<file path="src/rtl/addsub_pkg.sv">
// Shared definitions for the pipelined adder/subtractor: operation encodings
// and signed saturation limits.
package addsub_pkg;

  localparam logic OP_ADD = 1'b0;
  localparam logic OP_SUB = 1'b1;

  // Widest result the limit helpers can describe; callers slice down to N.
  localparam int SAT_W_MAX = 256;

  function automatic logic [SAT_W_MAX-1:0] sat_min(input int n);
    logic [SAT_W_MAX-1:0] r;
    r = '0;
    r[0] = 1'b1;
    r = r << (n - 1);
    return r;
  endfunction

  function automatic logic [SAT_W_MAX-1:0] sat_max(input int n);
    return sat_min(n) - 1'b1;
  endfunction

endpackage

</file>
<file path="src/rtl/addsub_chunk.sv">
// One CHUNK-bit slice of the rippled adder: registers its sum, the carry out
// of the slice and the carry into the slice's top bit.
module addsub_chunk #(
  parameter int CHUNK = 4
) (
  input  logic             clk,
  input  logic             rst_n,
  input  logic             en,
  input  logic [CHUNK-1:0] a,
  input  logic [CHUNK-1:0] b,
  input  logic             c_in,
  output logic [CHUNK-1:0] sum,
  output logic             c_out,
  output logic             c_top
);

  logic [CHUNK:0]   total_next;
  logic             c_top_next;
  logic [CHUNK-1:0] sum_reg;
  logic             c_out_reg;
  logic             c_top_reg;

  always_comb begin
    total_next = {1'b0, a} + {1'b0, b} + {{CHUNK{1'b0}}, c_in};
    // Carry into the top bit recovered from that bit's own sum.
    c_top_next = a[CHUNK-1] ^ b[CHUNK-1] ^ total_next[CHUNK-1];
  end

  always_ff @(posedge clk) begin
    if (!rst_n) begin
      sum_reg   <= '0;
      c_out_reg <= 1'b0;
      c_top_reg <= 1'b0;
    end else if (en) begin
      sum_reg   <= total_next[CHUNK-1:0];
      c_out_reg <= total_next[CHUNK];
      c_top_reg <= c_top_next;
    end
  end

  assign sum   = sum_reg;
  assign c_out = c_out_reg;
  assign c_top = c_top_reg;

endmodule

</file>
<file path="src/rtl/addsub_pipe_nbit.sv">
// Pipelined N-bit add/subtract with valid/ready handshake, carry rippled one
// CHUNK slice per clock, optional signed saturation and zero/negative flags.
module addsub_pipe_nbit
  import addsub_pkg::*;
#(
  parameter int N     = 16,
  parameter int CHUNK = 4
) (
  input  logic         clk,
  input  logic         rst_n,
  input  logic         in_valid,
  output logic         in_ready,
  input  logic [N-1:0] x,
  input  logic [N-1:0] y,
  input  logic         add_n,
  input  logic         sat_en,
  output logic         out_valid,
  input  logic         out_ready,
  output logic [N-1:0] s,
  output logic         c_out,
  output logic         overflow,
  output logic         zero,
  output logic         neg
);

  localparam int STAGES = N / CHUNK;
  localparam logic [SAT_W_MAX-1:0] SAT_MAX_FULL = sat_max(N);
  localparam logic [SAT_W_MAX-1:0] SAT_MIN_FULL = sat_min(N);
  localparam logic [N-1:0] SAT_MAX = SAT_MAX_FULL[N-1:0];
  localparam logic [N-1:0] SAT_MIN = SAT_MIN_FULL[N-1:0];

  if ((N % CHUNK) != 0 || STAGES < 1) begin : g_bad_cfg
    $error("addsub_pipe_nbit: N must be a non-zero multiple of CHUNK");
  end

  logic             adv;
  logic [N-1:0]     y_eff;
  logic [N-1:0]     s_raw;
  logic [STAGES-1:0] valid_reg;
  logic [1:0]       side_reg [STAGES];  // {sat_en, sign of x}
  logic             carry_w [STAGES];
  logic             c_top_w [STAGES];
  logic             sat_w;
  logic             x_msb_w;

  // Whole pipe advances as one, bubbles included.
  assign adv      = !out_valid | out_ready;
  assign in_ready = adv;
  assign y_eff    = (add_n == OP_ADD) ? y : ~y;

  always_ff @(posedge clk) begin
    if (!rst_n) begin
      valid_reg <= '0;
      for (int i = 0; i < STAGES; i++) side_reg[i] <= '0;
    end else if (adv) begin
      valid_reg[0] <= in_valid;
      side_reg[0]  <= {sat_en, x[N-1]};
      for (int i = 1; i < STAGES; i++) begin
        valid_reg[i] <= valid_reg[i-1];
        side_reg[i]  <= side_reg[i-1];
      end
    end
  end

  for (genvar gi = 0; gi < STAGES; gi++) begin : g_stage
    logic [CHUNK-1:0] a_w;
    logic [CHUNK-1:0] b_w;
    logic [CHUNK-1:0] sum_w;
    logic             c_in_w;

    if (gi == 0) begin : g_first
      assign a_w    = x[CHUNK-1:0];
      assign b_w    = y_eff[CHUNK-1:0];
      assign c_in_w = (add_n == OP_SUB);
    end else begin : g_skew
      // Hold this slice's operands back until the carry below it arrives.
      logic [CHUNK-1:0] xd_reg [gi];
      logic [CHUNK-1:0] yd_reg [gi];

      always_ff @(posedge clk) begin
        if (!rst_n) begin
          for (int i = 0; i < gi; i++) begin
            xd_reg[i] <= '0;
            yd_reg[i] <= '0;
          end
        end else if (adv) begin
          xd_reg[0] <= x[gi*CHUNK +: CHUNK];
          yd_reg[0] <= y_eff[gi*CHUNK +: CHUNK];
          for (int i = 1; i < gi; i++) begin
            xd_reg[i] <= xd_reg[i-1];
            yd_reg[i] <= yd_reg[i-1];
          end
        end
      end

      assign a_w    = xd_reg[gi-1];
      assign b_w    = yd_reg[gi-1];
      assign c_in_w = carry_w[gi-1];
    end

    addsub_chunk #(.CHUNK(CHUNK)) u_chunk (
      .clk   (clk),
      .rst_n (rst_n),
      .en    (adv),
      .a     (a_w),
      .b     (b_w),
      .c_in  (c_in_w),
      .sum   (sum_w),
      .c_out (carry_w[gi]),
      .c_top (c_top_w[gi])
    );

    if (gi == STAGES - 1) begin : g_last
      assign s_raw[gi*CHUNK +: CHUNK] = sum_w;
    end else begin : g_deskew
      localparam int D = STAGES - 1 - gi;
      logic [CHUNK-1:0] rd_reg [D];

      always_ff @(posedge clk) begin
        if (!rst_n) begin
          for (int i = 0; i < D; i++) rd_reg[i] <= '0;
        end else if (adv) begin
          rd_reg[0] <= sum_w;
          for (int i = 1; i < D; i++) rd_reg[i] <= rd_reg[i-1];
        end
      end

      assign s_raw[gi*CHUNK +: CHUNK] = rd_reg[D-1];
    end
  end

  assign {sat_w, x_msb_w} = side_reg[STAGES-1];
  assign out_valid        = valid_reg[STAGES-1];
  assign c_out            = carry_w[STAGES-1];
  assign overflow         = c_top_w[STAGES-1] ^ carry_w[STAGES-1];

  always_comb begin
    s = s_raw;
    if (sat_w && overflow) s = x_msb_w ? SAT_MIN : SAT_MAX;
  end

  // Gated by valid so the flag reads 0 out of reset.
  assign zero = out_valid & (s == '0);
  assign neg  = s[N-1];

endmodule

</file>
<file path="config.mk">
export PLATFORM = sky130hd
export DESIGN_NAME = addsub_pipe_nbit
export DESIGN_NICKNAME = d
export VERILOG_FILES = /design/src/rtl/addsub_pkg.sv /design/src/rtl/addsub_chunk.sv /design/src/rtl/addsub_pipe_nbit.sv
export SDC_FILE = /design/constraint.sdc
export NUM_CORES = 1
export LEC_CHECK = 0
export BUFFER_PORTS_ARGS = -buffer_cell sky130_fd_sc_hd__buf_2
export CAP_MARGIN = 20
export CELL_PAD_IN_SITES_DETAIL_PLACEMENT = 1
export CELL_PAD_IN_SITES_GLOBAL_PLACEMENT = 1
export CORE_ASPECT_RATIO = 0.5
export CORE_MARGIN = 5
export CORE_UTILIZATION = 41
export CTS_CLUSTER_SIZE = 16
export DETAILED_ROUTE_END_ITERATION = 6
export PLACE_DENSITY = 0.77
export SYNTH_ARGS = -nofsm -noshare
export SYNTH_HDL_FRONTEND = slang
export SYNTH_SLANG_ARGS = --single-unit
</file>
<file path="constraint.sdc">
create_clock -name clk -period 3.7 [get_ports clk]
set_input_delay 0.74 -clock clk [delete_from_list [all_inputs] [get_ports clk]]
set_output_delay 0.74 -clock clk [all_outputs]
set_load 0.01 [all_outputs]
</file>
# ---- After elaboration in Yosys (flattened, before gate mapping)
# Memories as Yosys holds them, arrays and structs flattened.
# Index checks and enable logic that the tools add are counted.
dict set report totals {
  reg_bits 25
  ram_bits 80
  input_bits 38
  word_cells 91
  memories 10
}
# memory words word_bits read_ports rd_ports_with_merged_regs wr line_no
set memory_table {}
lappend memory_table {{g_stage[0].g_deskew.rd_reg} 3 4 3 0 3 addsub_pipe_nbit.sv:117} ;# logic [CHUNK-1:0] rd_reg [D];
lappend memory_table {{g_stage[3].g_skew.xd_reg} 3 4 3 0 3 addsub_pipe_nbit.sv:77} ;# logic [CHUNK-1:0] xd_reg [gi];
lappend memory_table {{g_stage[3].g_skew.yd_reg} 3 4 3 0 3 addsub_pipe_nbit.sv:78} ;# logic [CHUNK-1:0] yd_reg [gi];
lappend memory_table {{g_stage[1].g_deskew.rd_reg} 2 4 2 0 2 addsub_pipe_nbit.sv:117}
lappend memory_table {{g_stage[2].g_skew.xd_reg} 2 4 2 0 2 addsub_pipe_nbit.sv:77}
lappend memory_table {{g_stage[2].g_skew.yd_reg} 2 4 2 0 2 addsub_pipe_nbit.sv:78}
lappend memory_table {{+4 memories} -- -- -- -- -- --}
dict set report op_classes {
  n_addsub 8
  n_mux 32
  n_bitwise 25
  n_reduce_logical 6
}
# operator n
set op_table {}
lappend op_table {{2-to-1 mux 4 bit} 18}
lappend op_table {{2-to-1 mux 16 bit} 3}
lappend op_table {{adder 4 x 4 -> 5 bit} 4}
lappend op_table {{adder 5 x 1 -> 5 bit} 4}
lappend op_table {{bitwise OR 1 bit} 20}
lappend op_table {{zero test 16 bit} 1}
lappend op_table {{inverter 16 bit} 1}
lappend op_table {{OR reduction 4 bit} 3}
lappend op_table {{2-to-1 mux 2 bit} 4}
lappend op_table {{2-to-1 mux 1 bit} 7}
lappend op_table {{XOR 1 bit} 3}
lappend op_table {{bitwise AND 1 bit} 1}
lappend op_table {{logical AND 1 bit} 1}
lappend op_table {{zero test 1 bit} 1}

# ---- Depth between registers and ports, before layout
dict set report depth {
  ltp_word 7
  ltp_mapped 7
}

# ---- By module
# A second synthesis with hierarchy kept.
dict set report unflattened {
  cells_unflattened 389
  hier_area_um2 4830.9
}
# mod instances cells_per_inst area_each_um2 seq_area_each_um2
set modules_own_cells {}
lappend modules_own_cells {addsub_pipe_nbit 1 237 3405.8 2392.3}
lappend modules_own_cells {{addsub_chunk (g_stage[0].u_chunk ...)} 3 38 356.6 120.1}
lappend modules_own_cells {{addsub_chunk (g_stage[1].u_chunk)} 1 38 355.3 120.1}

# ---- Worst setup path after synthesis
# No wires, ideal clock.
dict set report synth_path {
  kind {input-to-reg}
  startpoint {input port out_ready}
  endpoint {memory g_stage[0].g_deskew.rd_reg[0][0], enable pin}
  setup_ns 0.775
  t_arrival_ns 2.469
  t_required_ns 2.925
  path_slack_ns 0.457
  stages 3
  path_buffers 1
  path_cell_list {nor2b_4 clkbuf_1 nand2_1}
}
# item line_no
set synth_rtl {}
lappend synth_rtl {{start, declared} addsub_pipe_nbit.sv:18} ;# input logic out_ready,
lappend synth_rtl {{end, declared} addsub_pipe_nbit.sv:117}

# ---- Worst setup path after layout
dict set report layout_path {
  startpoint {register g_stage[3].u_chunk.c_out_reg}
  endpoint {output port s[8]}
}
dict set report layout_via {
  elab_chain_len 3
}
# item line_no
set layout_lines {}
lappend layout_lines {{start, declared} addsub_chunk.sv:20} ;# logic c_out_reg;
lappend layout_lines {{start signal, assigned} addsub_chunk.sv:36} ;# c_out_reg <= total_next[CHUNK];
lappend layout_lines {{XOR 1 bit} addsub_pipe_nbit.sv:135} ;# assign overflow = c_top_w[STAGES-1] ^ carry_w[STAGES-1];
lappend layout_lines {{logical AND 1 bit} addsub_pipe_nbit.sv:139} ;# if (sat_w && overflow) s = x_msb_w ? SAT_MIN : SAT_MAX;
lappend layout_lines {{2-to-1 mux 16 bit} addsub_pipe_nbit.sv:139}
lappend layout_lines {{end, declared} addsub_pipe_nbit.sv:19} ;# output logic [N-1:0] s,
# Every way passes these cells.

==> summary by stage <==
Drt
The routed design has roughly 9600 µm of wire. For this run, the detailed router's first-pass iteration total came to 4. The routed layout has 2990 vias. The DRC marker count from the first detailed-route iteration is 125.

After detailed routing, the average wire length per cell comes to about 17 µm. The count of nets left with antenna violations once routing finished came out at 0. The DRC violation count after routing is 0. After detailed routing, the number of vias per cell comes to around 5.2.

Cells and area
The number of fill cells is around 1200. The area growth from synthesis to layout is 14.2%. The share of the core filled with cells in the final layout is 0.481. The number of nets at the end of the flow is 487. In the final layout, the share of cells above drive strength 1 is 0.193. The number of inserted diodes is 0.

Die
The number of top-level design ports is 60. The initial utilization of the core area, before any placement, comes to 0.421. The core region is 11000 µm². From left edge to right edge, the die measures roughly 160 µm. The row count is 27.

The floorplan die area is around 14000 µm². The die span in y is 85.3 µm.

Power and ir drop
Of the total power, the clock network draws 0.365. The share of power burned in registers is 0.544. The internal power of the cells totals 1.90 mW. The switching component of the power is 557 µW.

The total power draw is 2.46 mW. The reported leakage power is around 2.5 nW. The share of total power dissipated in combinational logic is 0.091.

In this run the power density over the cells is 463 nW/µm². Of the total power, the share spent switching nets is 0.226. The worst supply voltage drop on vdd is 0.204 mV.

Yosys
The number of nets in the synthesized netlist is 442. The average instance in the mapped netlist occupies 12.1 µm². The number of storage elements in the synthesis netlist is roughly 100. The portion of the post-synthesis area used by sequential elements is 0.604. The number of different library cells used by synthesis comes to 35.

Summing every instance area after synthesis gives 4650 µm². The instance count of the mapped netlist is just under 400. Yosys mapped a number of flops with a built-in enable equal to 77.

Yosys printed 0 warnings. The primary flip-flop cell chosen by synthesis mapping is edfxtp_1. The async set-or-reset flop fraction in the synthesized netlist is 0.

Clocking
The clock latency on the worst-skew pair is between 0.3 and 0.4 ns. The total setup buffers inserted after CTS is 0. The clock passes through at most 2 buffers.

After clock tree synthesis, the clock-pin slew on the worst setup and hold paths is approximately 0.070 ns. Clock tree synthesis selected as its root buffer the cell clkbuf_16. The number of hold buffers added after CTS is 0. The depth of the CTS H-tree is 3. Once the clock tree was built, the resizer swapped 0 gates to a different size.

The tree built by TritonCTS fans out to 102 sinks. Clock tree synthesis inserted a total of 9 buffers. The TritonCTS clock tree is built.

Timing
For the pin with the worst max-slew slack, the measured transition is 0.699 ns. The largest clock skew in the final design is 0.00615 ns. The total setup violations reported at the end of the flow is 0. The sum of negative setup slack is 0 ns.

The worst pin sits at a relative slew slack of 0.534. In the finished design, the share of the clock period the worst path needs comes to 0.673. The hold violation count in the final report was 0. The top achievable clock speed is 401 MHz.

The final critical-path required period is 2.49 ns. The final-report max-slew violation count is 0. Setup repair after global routing left no endpoint under its margin.

Worst setup path
The master of the slowest instance on the critical path is nor3_1. The signal on the critical path passes through xnor2_1 > nor3_1 > buf_2 > a21o_1 > buf_2. Among the stages of the critical path, the cell type that occurs most often is buf_2.

Of all nets on the critical path, the largest fanout is 8. STA classifies the critical path endpoint as a primary output. The classification of the worst setup path is reg -> out. The data required time at the worst endpoint is 2.96 ns. STA classifies the critical path startpoint as a register. The biggest cell delay along the critical path is 0.41 ns. The arrival time of data at the critical path endpoint is 1.75 ns.

Placed design
The count of port buffers added during placement is 59. At the end of routability-driven placement, the weighted congestion stood at 0.749. The half-perimeter wire length after placement is ~6600 µm.

GRT
The number of antenna violations at the first check in global routing was 0. The first-pass GRT wire length is 15700 µm. The total routing resource utilization after global routing is 0.147. The aggregate global routing overflow is 0. The number of global-route vias before repair is 3067.

The largest net degree at the start of global routing is 78.

Worst hold path
The worst min-delay path category is reg -> reg.

Status
The run finished with clean final reports.

Job
Across the run, the number of max-cap violations was 0.
-- power by group through the flow --
| stage | Combinational, mW | Clock, mW | Sequential (mW) |
|---|---|---|---|
| floorplan | 0.157 | 0 | 1.35 |
| global placement | 0.217 | 0 | 1.36 |
| detailed placement | 0.226 | 0 | 1.37 |
| CTS | 0.228 | 0.920 | 1.34 |
| global route | 0.251 | 0.971 | 1.35 |
| finish | 0.224 | 0.898 | 1.34 |
-- metal layers --
layer / part of all wire / wire length [µm] / track usage / up-vias
li1: - / - / - / 1468
met1: 0.49 / 4660 / 0.197 / 1431
met2: 0.45 / 4330 / 0.232 / 76
met3: 0.046 / 443 / 0.0388 / 15
met4: 0.016 / 155 / 0.0492 / 0
met5: 0 / 0 / 0 / -
-- cell families after synthesis --
family                   count (synthesis)  synth area share
AO/OA/AOI/OAI                           56            0.0831
adder cells (fa/ha/maj)                 19            0.0624
buffers and inverters                   46            0.0454
AND/OR/NAND/NOR                        140             0.162
flip-flops                             102             0.604
XOR/XNOR                                21            0.0395
multiplexers                             1           0.00323
-- cells in the mapped netlist (all sizes together), types with 3 or more instances --
| master | count | share of area |
|---|---|---|
| edfxtp | 77 | 0.50 |
| fa | 7 | 0.030 |
| xnor2 | 18 | 0.034 |
| a2111o | 3 | 0.0073 |
| ha | 12 | 0.032 |
| a21o | 15 | 0.024 |
| nor2 | 25 | 0.020 |
| clkbuf | 15 | 0.012 |
| buf | 15 | 0.020 |
| a21oi | 16 | 0.017 |
| o211ai | 3 | 0.0048 |
| inv | 16 | 0.013 |
| o21a | 3 | 0.0048 |
| nor2b | 4 | 0.0070 |
| nand3 | 10 | 0.011 |
| nand2 | 24 | 0.019 |
| xor2 | 3 | 0.0056 |
| a211oi | 7 | 0.011 |
| nor4 | 3 | 0.0040 |
| and3 | 65 | 0.087 |
| dfxtp | 25 | 0.11 |
| o21ai | 6 | 0.0065 |
-- cell usage in the layout (no fill, tap or decap), drive strengths merged, types with 2 or more instances in the layout --
master / n
clkbuf: 11
xor2: 3
a2111o: 3
o21ai: 6
nor4: 3
nor2: 25
and3: 65
clkinv: 2
a21oi: 16
fa: 7
edfxtp: 77
o21a: 3
a211oi: 7
nand4: 2
dfxtp: 25
nand3b: 2
inv: 17
buf: 64
a21o: 15
o211ai: 3
xnor2: 18
nor2b: 4
nand3: 10
clkinvlp: 2
ha: 12
nand2: 24
nor3: 2
-- worst paths after layout --
kind	startpoint	to	slack, ns	depth (start not counted)
worst max-delay path	g_stage[3].u_chunk.c_out	s[8]	1.21	5
worst min-delay path	g_stage[2].u_chunk.sum[1]	g_stage[2].u_chunk.sum[1]	0.45	2
worst max register to register	valid_reg[3]	g_stage[3].u_chunk.c_top	1.73	5
worst min register to register	g_stage[2].u_chunk.sum[1]	g_stage[2].u_chunk.sum[1]	0.45	2
-- critical path, delay by kind of cell, from the launching register on --
kind	cells	cell delay, ns
and+or+nand+nor	1	0.41
DFF	1	0.33
AOI/OAI and AO/OA	1	0.10
xor gates and xnor gates	1	0.17
buffers and inverters	2	0.41
-- metrics by stage --
step	instance area, µm²	std cells	hold slack, ns	setup WS (ns)
2_1_floorplan	4650	385	0.427	0.457
3_3_place_gp	5020	563	0.438	1.34
3_5_place_dp	5020	563	0.444	1.23
4_1_cts	5310	579	0.452	0.895
5_1_grt	5310	580	0.461	1.06
6_report	5310	580	0.448	1.21
-- final cells by class --
type,instances,area [µm²],area share
Sequential cell,102,2810,0.529
Multi-Input combinational cell,237,1630,0.307
Timing Repair Buffer,64,343,0.0645
Clock buffer,11,253,0.0476
Tap cell,145,181,0.0341
Inverter,16,60.1,0.0113
Clock inverter,5,32.5,0.00612
Power figures use the tool's default switching activity.
